===== config.mk =====
export PLATFORM = sky130hd
export DESIGN_NAME = clock_core_flat
export DESIGN_NICKNAME = d
export VERILOG_FILES = /design/src/rtl/clock_pkg.sv /design/src/rtl/clock_if.sv /design/src/rtl/bcd_mod_counter.sv /design/src/rtl/clock_core.sv /design/src/flat_wrapper.sv
export SDC_FILE = /design/constraint.sdc
export NUM_CORES = 1
export LEC_CHECK = 0
export CAP_MARGIN = 20
export CORE_MARGIN = 3
export CORE_UTILIZATION = 55
export CTS_CLUSTER_DIAMETER = 40
export CTS_CLUSTER_SIZE = 28
export DETAILED_ROUTE_END_ITERATION = 8
export GPL_TIMING_DRIVEN = 0
export PLACE_DENSITY_LB_ADDON = 0.3
export REMOVE_ABC_BUFFERS = 1
export SETUP_SLACK_MARGIN = 0.1
export SLEW_MARGIN = 20
export SYNTH_ARGS = -nofsm -noshare
export SYNTH_HDL_FRONTEND = slang
export SYNTH_HIERARCHICAL = 1
export SYNTH_SLANG_ARGS = --single-unit

===== constraint.sdc =====
create_clock -name clk -period 6.4 [get_ports clk]
set_input_delay 0.96 -clock clk [delete_from_list [all_inputs] [get_ports clk]]
set_output_delay 0.96 -clock clk [all_outputs]
set_load 0.005 [all_outputs]

===== src/rtl/clock_pkg.sv =====
// Shared types and constants for the BCD clock core.
// Holds mode encodings, BCD digit types and field moduli.
package clock_pkg;

  typedef logic [3:0] bcd_t;
  typedef logic [7:0] bcd2_t;

  typedef enum logic [2:0] {
    M_CLOCK       = 3'd0,
    M_SW          = 3'd1,
    M_SET_SEC     = 3'd2,
    M_SET_MIN     = 3'd3,
    M_SET_HOUR    = 3'd4,
    M_SET_AL_MIN  = 3'd5,
    M_SET_AL_HOUR = 3'd6,
    M_RSV         = 3'd7
  } mode_e;

  localparam int MOD_60  = 60;
  localparam int MOD_24  = 24;
  localparam int MOD_100 = 100;

  // Elaboration-time only: largest legal value of a field in BCD.
  function automatic bcd2_t bcd_last(input int m);
    bcd_t hi;
    bcd_t lo;
    hi = 4'((m - 1) / 10);
    lo = 4'((m - 1) % 10);
    return {hi, lo};
  endfunction

  function automatic bcd2_t bcd_next(
    input bcd2_t v,
    input bcd2_t last
  );
    bcd2_t n;
    if (v == last)
      n = '0;
    else if (v[3:0] == 4'd9)
      n = {v[7:4] + 4'd1, 4'd0};
    else
      n = {v[7:4], v[3:0] + 4'd1};
    return n;
  endfunction

endpackage


===== src/rtl/clock_if.sv =====
// Front-panel bundle: mode, buttons, alarm arm in;
// display digits and status strobes out.
interface clock_if;
  logic [2:0]  mode;
  logic        btn_inc;
  logic        btn_aux;
  logic        alarm_en;
  logic [23:0] digits;
  logic        alarm;
  logic        sw_run;
  logic        tick_1hz;

  modport master (
    output mode, btn_inc, btn_aux, alarm_en,
    input  digits, alarm, sw_run, tick_1hz
  );

  modport slave (
    input  mode, btn_inc, btn_aux, alarm_en,
    output digits, alarm, sw_run, tick_1hz
  );
endinterface


===== src/rtl/bcd_mod_counter.sv =====
// Two-digit BCD counter wrapping at MOD-1 -> 0.
// o_co is high when this increment wraps the counter.
module bcd_mod_counter
  import clock_pkg::*;
#(
  parameter int MOD = 60
) (
  input  logic  clk,
  input  logic  i_inc,
  input  logic  i_clr,
  output bcd2_t o_q,
  output logic  o_co
);

  localparam bcd2_t LAST = bcd_last(MOD);

  bcd2_t r_q;

  always_ff @(posedge clk) begin
    if (i_clr)
      r_q <= '0;
    else if (i_inc)
      r_q <= bcd_next(r_q, LAST);
  end

  assign o_q  = r_q;
  assign o_co = i_inc && (r_q == LAST);

endmodule


===== src/rtl/clock_core.sv =====
// Time-of-day clock with alarm and stopwatch, all
// counters in BCD, driven from one prescaled clock.
module clock_core
  import clock_pkg::*;
#(
  parameter int CLK_HZ    = 50000000,
  parameter int ALARM_SEC = 60
) (
  input logic   clk,
  input logic   rst,
  clock_if.slave bus
);

  localparam int DIV = CLK_HZ / 100;
  localparam int PW  = (DIV > 1) ? $clog2(DIV) : 1;
  localparam logic [PW-1:0] PRE_LAST = PW'(DIV - 1);
  localparam logic [7:0] AL_LAST = 8'(ALARM_SEC - 1);
  localparam bcd2_t L60 = bcd_last(MOD_60);
  localparam bcd2_t L24 = bcd_last(MOD_24);

  logic [PW-1:0] r_pre;
  logic w_tick_100;
  logic w_tick_1hz;
  bcd2_t w_div_q;

  assign w_tick_100 = (r_pre == PRE_LAST);

  always_ff @(posedge clk) begin
    if (rst || w_tick_100)
      r_pre <= '0;
    else
      r_pre <= r_pre + PW'(1);
  end

  bcd_mod_counter #(.MOD(MOD_100)) u_div (
    .clk(clk), .i_inc(w_tick_100), .i_clr(rst),
    .o_q(w_div_q), .o_co(w_tick_1hz)
  );

  logic [1:0] r_inc_s;
  logic [1:0] r_aux_s;
  logic r_inc_d;
  logic r_aux_d;
  logic w_p_inc;
  logic w_p_aux;

  always_ff @(posedge clk) begin
    if (rst) begin
      r_inc_s <= '0;
      r_aux_s <= '0;
      r_inc_d <= 1'b0;
      r_aux_d <= 1'b0;
    end else begin
      r_inc_s <= {r_inc_s[0], bus.btn_inc};
      r_aux_s <= {r_aux_s[0], bus.btn_aux};
      r_inc_d <= r_inc_s[1];
      r_aux_d <= r_aux_s[1];
    end
  end

  assign w_p_inc = r_inc_s[1] & ~r_inc_d;
  assign w_p_aux = r_aux_s[1] & ~r_aux_d;

  logic w_m_sw, w_m_ss, w_m_sm;
  logic w_m_sh, w_m_am, w_m_ah;

  always_comb begin
    w_m_sw = 1'b0;
    w_m_ss = 1'b0;
    w_m_sm = 1'b0;
    w_m_sh = 1'b0;
    w_m_am = 1'b0;
    w_m_ah = 1'b0;
    case (mode_e'(bus.mode))
      M_SW:          w_m_sw = 1'b1;
      M_SET_SEC:     w_m_ss = 1'b1;
      M_SET_MIN:     w_m_sm = 1'b1;
      M_SET_HOUR:    w_m_sh = 1'b1;
      M_SET_AL_MIN:  w_m_am = 1'b1;
      M_SET_AL_HOUR: w_m_ah = 1'b1;
      default: ;
    endcase
  end

  logic w_adv;
  assign w_adv = w_tick_1hz & ~(w_m_ss | w_m_sm | w_m_sh);

  bcd2_t w_sec, w_min, w_hr;
  logic w_sec_co, w_min_co, w_hr_co;

  bcd_mod_counter #(.MOD(MOD_60)) u_sec (
    .clk(clk), .i_inc(w_adv | (w_m_ss & w_p_inc)),
    .i_clr(rst), .o_q(w_sec), .o_co(w_sec_co)
  );

  bcd_mod_counter #(.MOD(MOD_60)) u_min (
    .clk(clk),
    .i_inc((w_adv & w_sec_co) | (w_m_sm & w_p_inc)),
    .i_clr(rst), .o_q(w_min), .o_co(w_min_co)
  );

  bcd_mod_counter #(.MOD(MOD_24)) u_hr (
    .clk(clk),
    .i_inc((w_adv & w_min_co) | (w_m_sh & w_p_inc)),
    .i_clr(rst), .o_q(w_hr), .o_co(w_hr_co)
  );

  bcd2_t w_al_min, w_al_hr;
  logic w_al_min_co, w_al_hr_co;

  bcd_mod_counter #(.MOD(MOD_60)) u_al_min (
    .clk(clk), .i_inc(w_m_am & w_p_inc),
    .i_clr(rst), .o_q(w_al_min), .o_co(w_al_min_co)
  );

  bcd_mod_counter #(.MOD(MOD_24)) u_al_hr (
    .clk(clk), .i_inc(w_m_ah & w_p_inc),
    .i_clr(rst), .o_q(w_al_hr), .o_co(w_al_hr_co)
  );

  logic r_sw_run;
  logic w_sw_clr;
  bcd2_t w_sw_cc, w_sw_ss, w_sw_mm;
  logic w_cc_co, w_ss_co, w_mm_co;

  assign w_sw_clr = rst | (w_m_sw & w_p_aux);

  always_ff @(posedge clk) begin
    if (w_sw_clr)
      r_sw_run <= 1'b0;
    else if (w_m_sw & w_p_inc)
      r_sw_run <= ~r_sw_run;
  end

  bcd_mod_counter #(.MOD(MOD_100)) u_sw_cc (
    .clk(clk), .i_inc(w_tick_100 & r_sw_run),
    .i_clr(w_sw_clr), .o_q(w_sw_cc), .o_co(w_cc_co)
  );

  bcd_mod_counter #(.MOD(MOD_60)) u_sw_ss (
    .clk(clk), .i_inc(w_cc_co),
    .i_clr(w_sw_clr), .o_q(w_sw_ss), .o_co(w_ss_co)
  );

  bcd_mod_counter #(.MOD(MOD_60)) u_sw_mm (
    .clk(clk), .i_inc(w_ss_co),
    .i_clr(w_sw_clr), .o_q(w_sw_mm), .o_co(w_mm_co)
  );

  // Match on the advance that rolls time onto HH:MM:00.
  bcd2_t w_nxt_min, w_nxt_hr;
  logic w_match, w_any_p;
  logic r_alarm;
  logic [7:0] r_al_cnt;

  assign w_nxt_min = bcd_next(w_min, L60);
  assign w_nxt_hr  = (w_min == L60) ? bcd_next(w_hr, L24) : w_hr;
  assign w_any_p   = w_p_inc | w_p_aux;
  assign w_match   = w_adv & (w_sec == L60) &
                     (w_nxt_min == w_al_min) &
                     (w_nxt_hr == w_al_hr);

  always_ff @(posedge clk) begin
    if (rst) begin
      r_alarm  <= 1'b0;
      r_al_cnt <= '0;
    end else if (w_match & bus.alarm_en & ~w_any_p) begin
      r_alarm  <= 1'b1;
      r_al_cnt <= '0;
    end else if (r_alarm & (~bus.alarm_en | w_any_p)) begin
      r_alarm <= 1'b0;
    end else if (r_alarm & w_tick_1hz) begin
      if (r_al_cnt == AL_LAST)
        r_alarm <= 1'b0;
      r_al_cnt <= r_al_cnt + 8'd1;
    end
  end

  logic [23:0] w_digits;

  always_comb begin
    w_digits = {w_hr, w_min, w_sec};
    if (w_m_sw)
      w_digits = {w_sw_mm, w_sw_ss, w_sw_cc};
    else if (w_m_am | w_m_ah)
      w_digits = {w_al_hr, w_al_min, 8'h00};
  end

  logic w_unused;
  assign w_unused = &{1'b0, w_div_q, w_hr_co, w_mm_co,
                      w_al_min_co, w_al_hr_co};

  assign bus.digits   = w_digits;
  assign bus.alarm    = r_alarm;
  assign bus.sw_run   = r_sw_run;
  assign bus.tick_1hz = w_tick_1hz;

endmodule


===== src/flat_wrapper.sv =====
// flat-port wrapper written by rule: the top's interface ports become plain ports
module clock_core_flat import clock_pkg::*;
#(
  parameter int CLK_HZ    = 50000000,
  parameter int ALARM_SEC = 60
)
  (clk, rst, bus_mode, bus_btn_inc, bus_btn_aux, bus_alarm_en, bus_digits, bus_alarm, bus_sw_run, bus_tick_1hz);
  clock_if bus_i ();
  input logic clk;
  input logic rst;
  input wire logic [$bits(bus_i.mode)-1:0] bus_mode;
  input wire logic [$bits(bus_i.btn_inc)-1:0] bus_btn_inc;
  input wire logic [$bits(bus_i.btn_aux)-1:0] bus_btn_aux;
  input wire logic [$bits(bus_i.alarm_en)-1:0] bus_alarm_en;
  output wire logic [$bits(bus_i.digits)-1:0] bus_digits;
  output wire logic [$bits(bus_i.alarm)-1:0] bus_alarm;
  output wire logic [$bits(bus_i.sw_run)-1:0] bus_sw_run;
  output wire logic [$bits(bus_i.tick_1hz)-1:0] bus_tick_1hz;
  assign bus_i.mode = bus_mode;
  assign bus_i.btn_inc = bus_btn_inc;
  assign bus_i.btn_aux = bus_btn_aux;
  assign bus_i.alarm_en = bus_alarm_en;
  assign bus_digits = bus_i.digits;
  assign bus_alarm = bus_i.alarm;
  assign bus_sw_run = bus_i.sw_run;
  assign bus_tick_1hz = bus_i.tick_1hz;
  clock_core #(.CLK_HZ(CLK_HZ), .ALARM_SEC(ALARM_SEC)) u_core (.clk(clk), .rst(rst), .bus(bus_i));
endmodule

==> results.py <==
metrics = {
    "run_status": {
        "status": "finished clean",
    },
    "detailed_routing": {
        "wl_per_cell_um": 15.3,
        "detail-route-antenna-nets": 0,
        "viasPerCell": 6.00,
        "drt_first_pass_iters": 5,
        "drtIter0Drc": 371,
        "vias": 6130,
        "drcViolationCount": 0,
        "wl_mm": 15.7,
    },
    "sta": {
        "period_minus_slack_ns": 5.57,
        "fin_tns_setup_ns": 0,
        "max_slew.worst_pin.slew_ns": 1.07,
        "max_slew_margin": 0.284,
        "slew_viol_final": 0,
        "post-route-period-util": 0.870,
        "rsz0062_at_grt": "false",
        "finalHoldViolCount": 0,
        "whs_ns": 0.454,
        "fin_worst_skew_ns": 0.00954,
        "setup_viol": 0,
        "fmax_mhz": 180,
    },
    "global_routing": {
        "grt_pass1_wl_mm": 27.4,
        "use_met3": 0.0562,
        "grt_util_met1": 0.290,
        "grtUsageMet2": 0.398,
        "top_usage_layer": "met2",
        "grt_max_degree": 47,
        "grt_pass1_vias": 5963,
        "grt_usage": 0.232,
        "antenna_found_initial": 0,
        "grt_overflow_total": 0,
    },
    "final_layout": {
        "area_delta_synth_final_pct": 11.6,
        "seqCellArea_um2": 2140,
        "fin_util": 0.633,
        "insertedDiodeCount": 0,
        "multi_input_area_um2": 4460,
        "fillers": 1021,
        "drive_gt1_frac": 0.0797,
        "fin_nets": 888,
    },
    "setup_path": {
        "crit_arrival_ns": 5.86,
        "required_ns": 6.70,
        "crit_path_start_kind": "flip-flop",
        "cp_max_fo": 13,
        "cp-end-kind": "flip-flop",
        "path_class": "reg2reg",
    },
    "placement": {
        "gp_congestion": 0.873,
        "hpwl_mm": 11.3,
        "portBuffers": 34,
    },
    "power": {
        "leakage_nw": 2.94,
        "peakVddDrop_v": 0.000255,
        "pwr_density_cell_nw_per_um2": 178,
    },
    "die": {
        "coreArea_um2": 12200,
        "fp.dieArea_um2": 13900,
        "die_w_um": 118,
        "ios": 35,
        "rows": 40,
        "initial_utilization": 0.567,
        "die_height_um": 118,
    },
    "clock_network": {
        "clk-insertion-delay-late_ns": 0.36,
        "clockBufferDepth": 2,
        "clock_sinks": 107,
        "clkTransAtPathRegs_ns": 0.07,
        "cts_setup_buffers": 0,
        "cts_hold_buf": 0,
        "post_cts_resized": 0,
        "clock-root-buffer": "clkbuf_16",
        "cts_tree": "yes",
        "cts_buffers": 9,
        "htreeDepth": 3,
    },
    "min_path": {
        "min_path_type": "reg2reg",
    },
    "flow_run": {
        "cap_violations": 0,
    },
    "synth": {
        "syn_area_um2": 6900,
        "syn_avg_cell_area_um2": 8.27,
        "syn_inst": 834,
        "yosys_warnings": 6,
    },
}
[final timing paths]
check                           depth (start not counted)            endpoint              start  slack, ns
worst max-delay path                                   24  u_core/u_hr/o_q[2]    u_core/r_pre[0]       0.83
worst min-delay path                                    1   u_core/r_aux_s[1]  u_core/r_aux_s[0]       0.45
worst min register to register                          1   u_core/r_aux_s[1]  u_core/r_aux_s[0]       0.45
worst max register to register                         24  u_core/u_hr/o_q[2]    u_core/r_pre[0]       0.83
[power breakdown]
part           internal (mW)  total (mW)  switching [mW]  leakage (nW)
Combinational         0.0290      0.0748          0.0458          1.91
Clock                  0.350       0.618           0.268         0.164
Sequential             0.671       0.681         0.00972         0.864
Total                   1.05        1.37           0.323          2.94
[registers in the layout (all words and copies together) (netlist names)]
signal               cells
u_core/r_aux_s           2
u_core/u_sw_cc/o_q       8
u_core/u_sec/o_q         8
u_core/r_al_cnt          8
u_core/u_hr/o_q          8
u_core/r_aux_d           1
u_core/r_inc_d           1
u_core/u_div/o_q         8
u_core/r_pre            19
u_core/u_sw_mm/o_q       8
u_core/bus.sw_run        1
u_core/u_min/o_q         8
u_core/u_al_hr/o_q       8
u_core/bus.alarm         1
u_core/u_sw_ss/o_q       8
u_core/u_al_min/o_q      8
u_core/r_inc_s           2
[critical path, cell delays in order (launching register included)]
cell	delay, ns
dfxtp_1	0.38
ha_1	0.25
and2_1	0.19
nand3_1	0.14
nor2_2	0.35
nand4b_4	0.17
or2_2	0.34
nor2_2	0.26
nand3_1	0.19
o31ai_1	0.28
nand4b_4	0.21
or2_4	0.29
nor2_1	0.10
nand3_1	0.07
o21ai_0	0.33
nand4b_4	0.21
or2_4	0.29
nor2_1	0.10
nand2_1	0.11
nor2_1	0.11
a21oi_1	0.09
o22ai_4	0.37
nand2_1	0.12
or4_1	0.41
o21ai_1	0.12
[layout by cell type (no fill, tap or decap), types with 17 or more instances in the layout]
cell type,count
nand2_1,68
nor2b_1,28
o21ai_0,63
inv_1,49
ha_1,32
xnor2_1,17
dfxtp_1,107
a21oi_1,42
nand3_1,50
nor2_1,68
clkdlybuf4s50_1,33
xor2_1,31
[cell type report]
cell class | instances | share of cell area
Sequential cell | 107 | 0.278
Clock buffer | 9 | 0.0292
Tap cell | 168 | 0.0273
Timing Repair Buffer | 37 | 0.0481
Inverter | 49 | 0.0239
Clock inverter | 7 | 0.0140
Multi-Input combinational cell | 644 | 0.579
[through the flow]
stage / power, mW / cells / setup slack (ns) / area, um2
2_1_floorplan: 0.737 / 800 / 1.46 / 6760
3_3_place_gp: 0.764 / 1002 / 0.200 / 7310
3_5_place_dp: 0.771 / 1005 / 0.163 / 7340
4_1_cts: 1.39 / 1021 / 0.144 / 7680
5_1_grt: 1.43 / 1021 / 0.289 / 7700
6_report: 1.37 / 1021 / 0.834 / 7700
[routing by layer]
layer  share of wire  wire, um
met2            0.50      7810
met3           0.039       617
met1            0.45      7030
met5               0         0
met4           0.014       212
(Power assumes the default switching activity.)
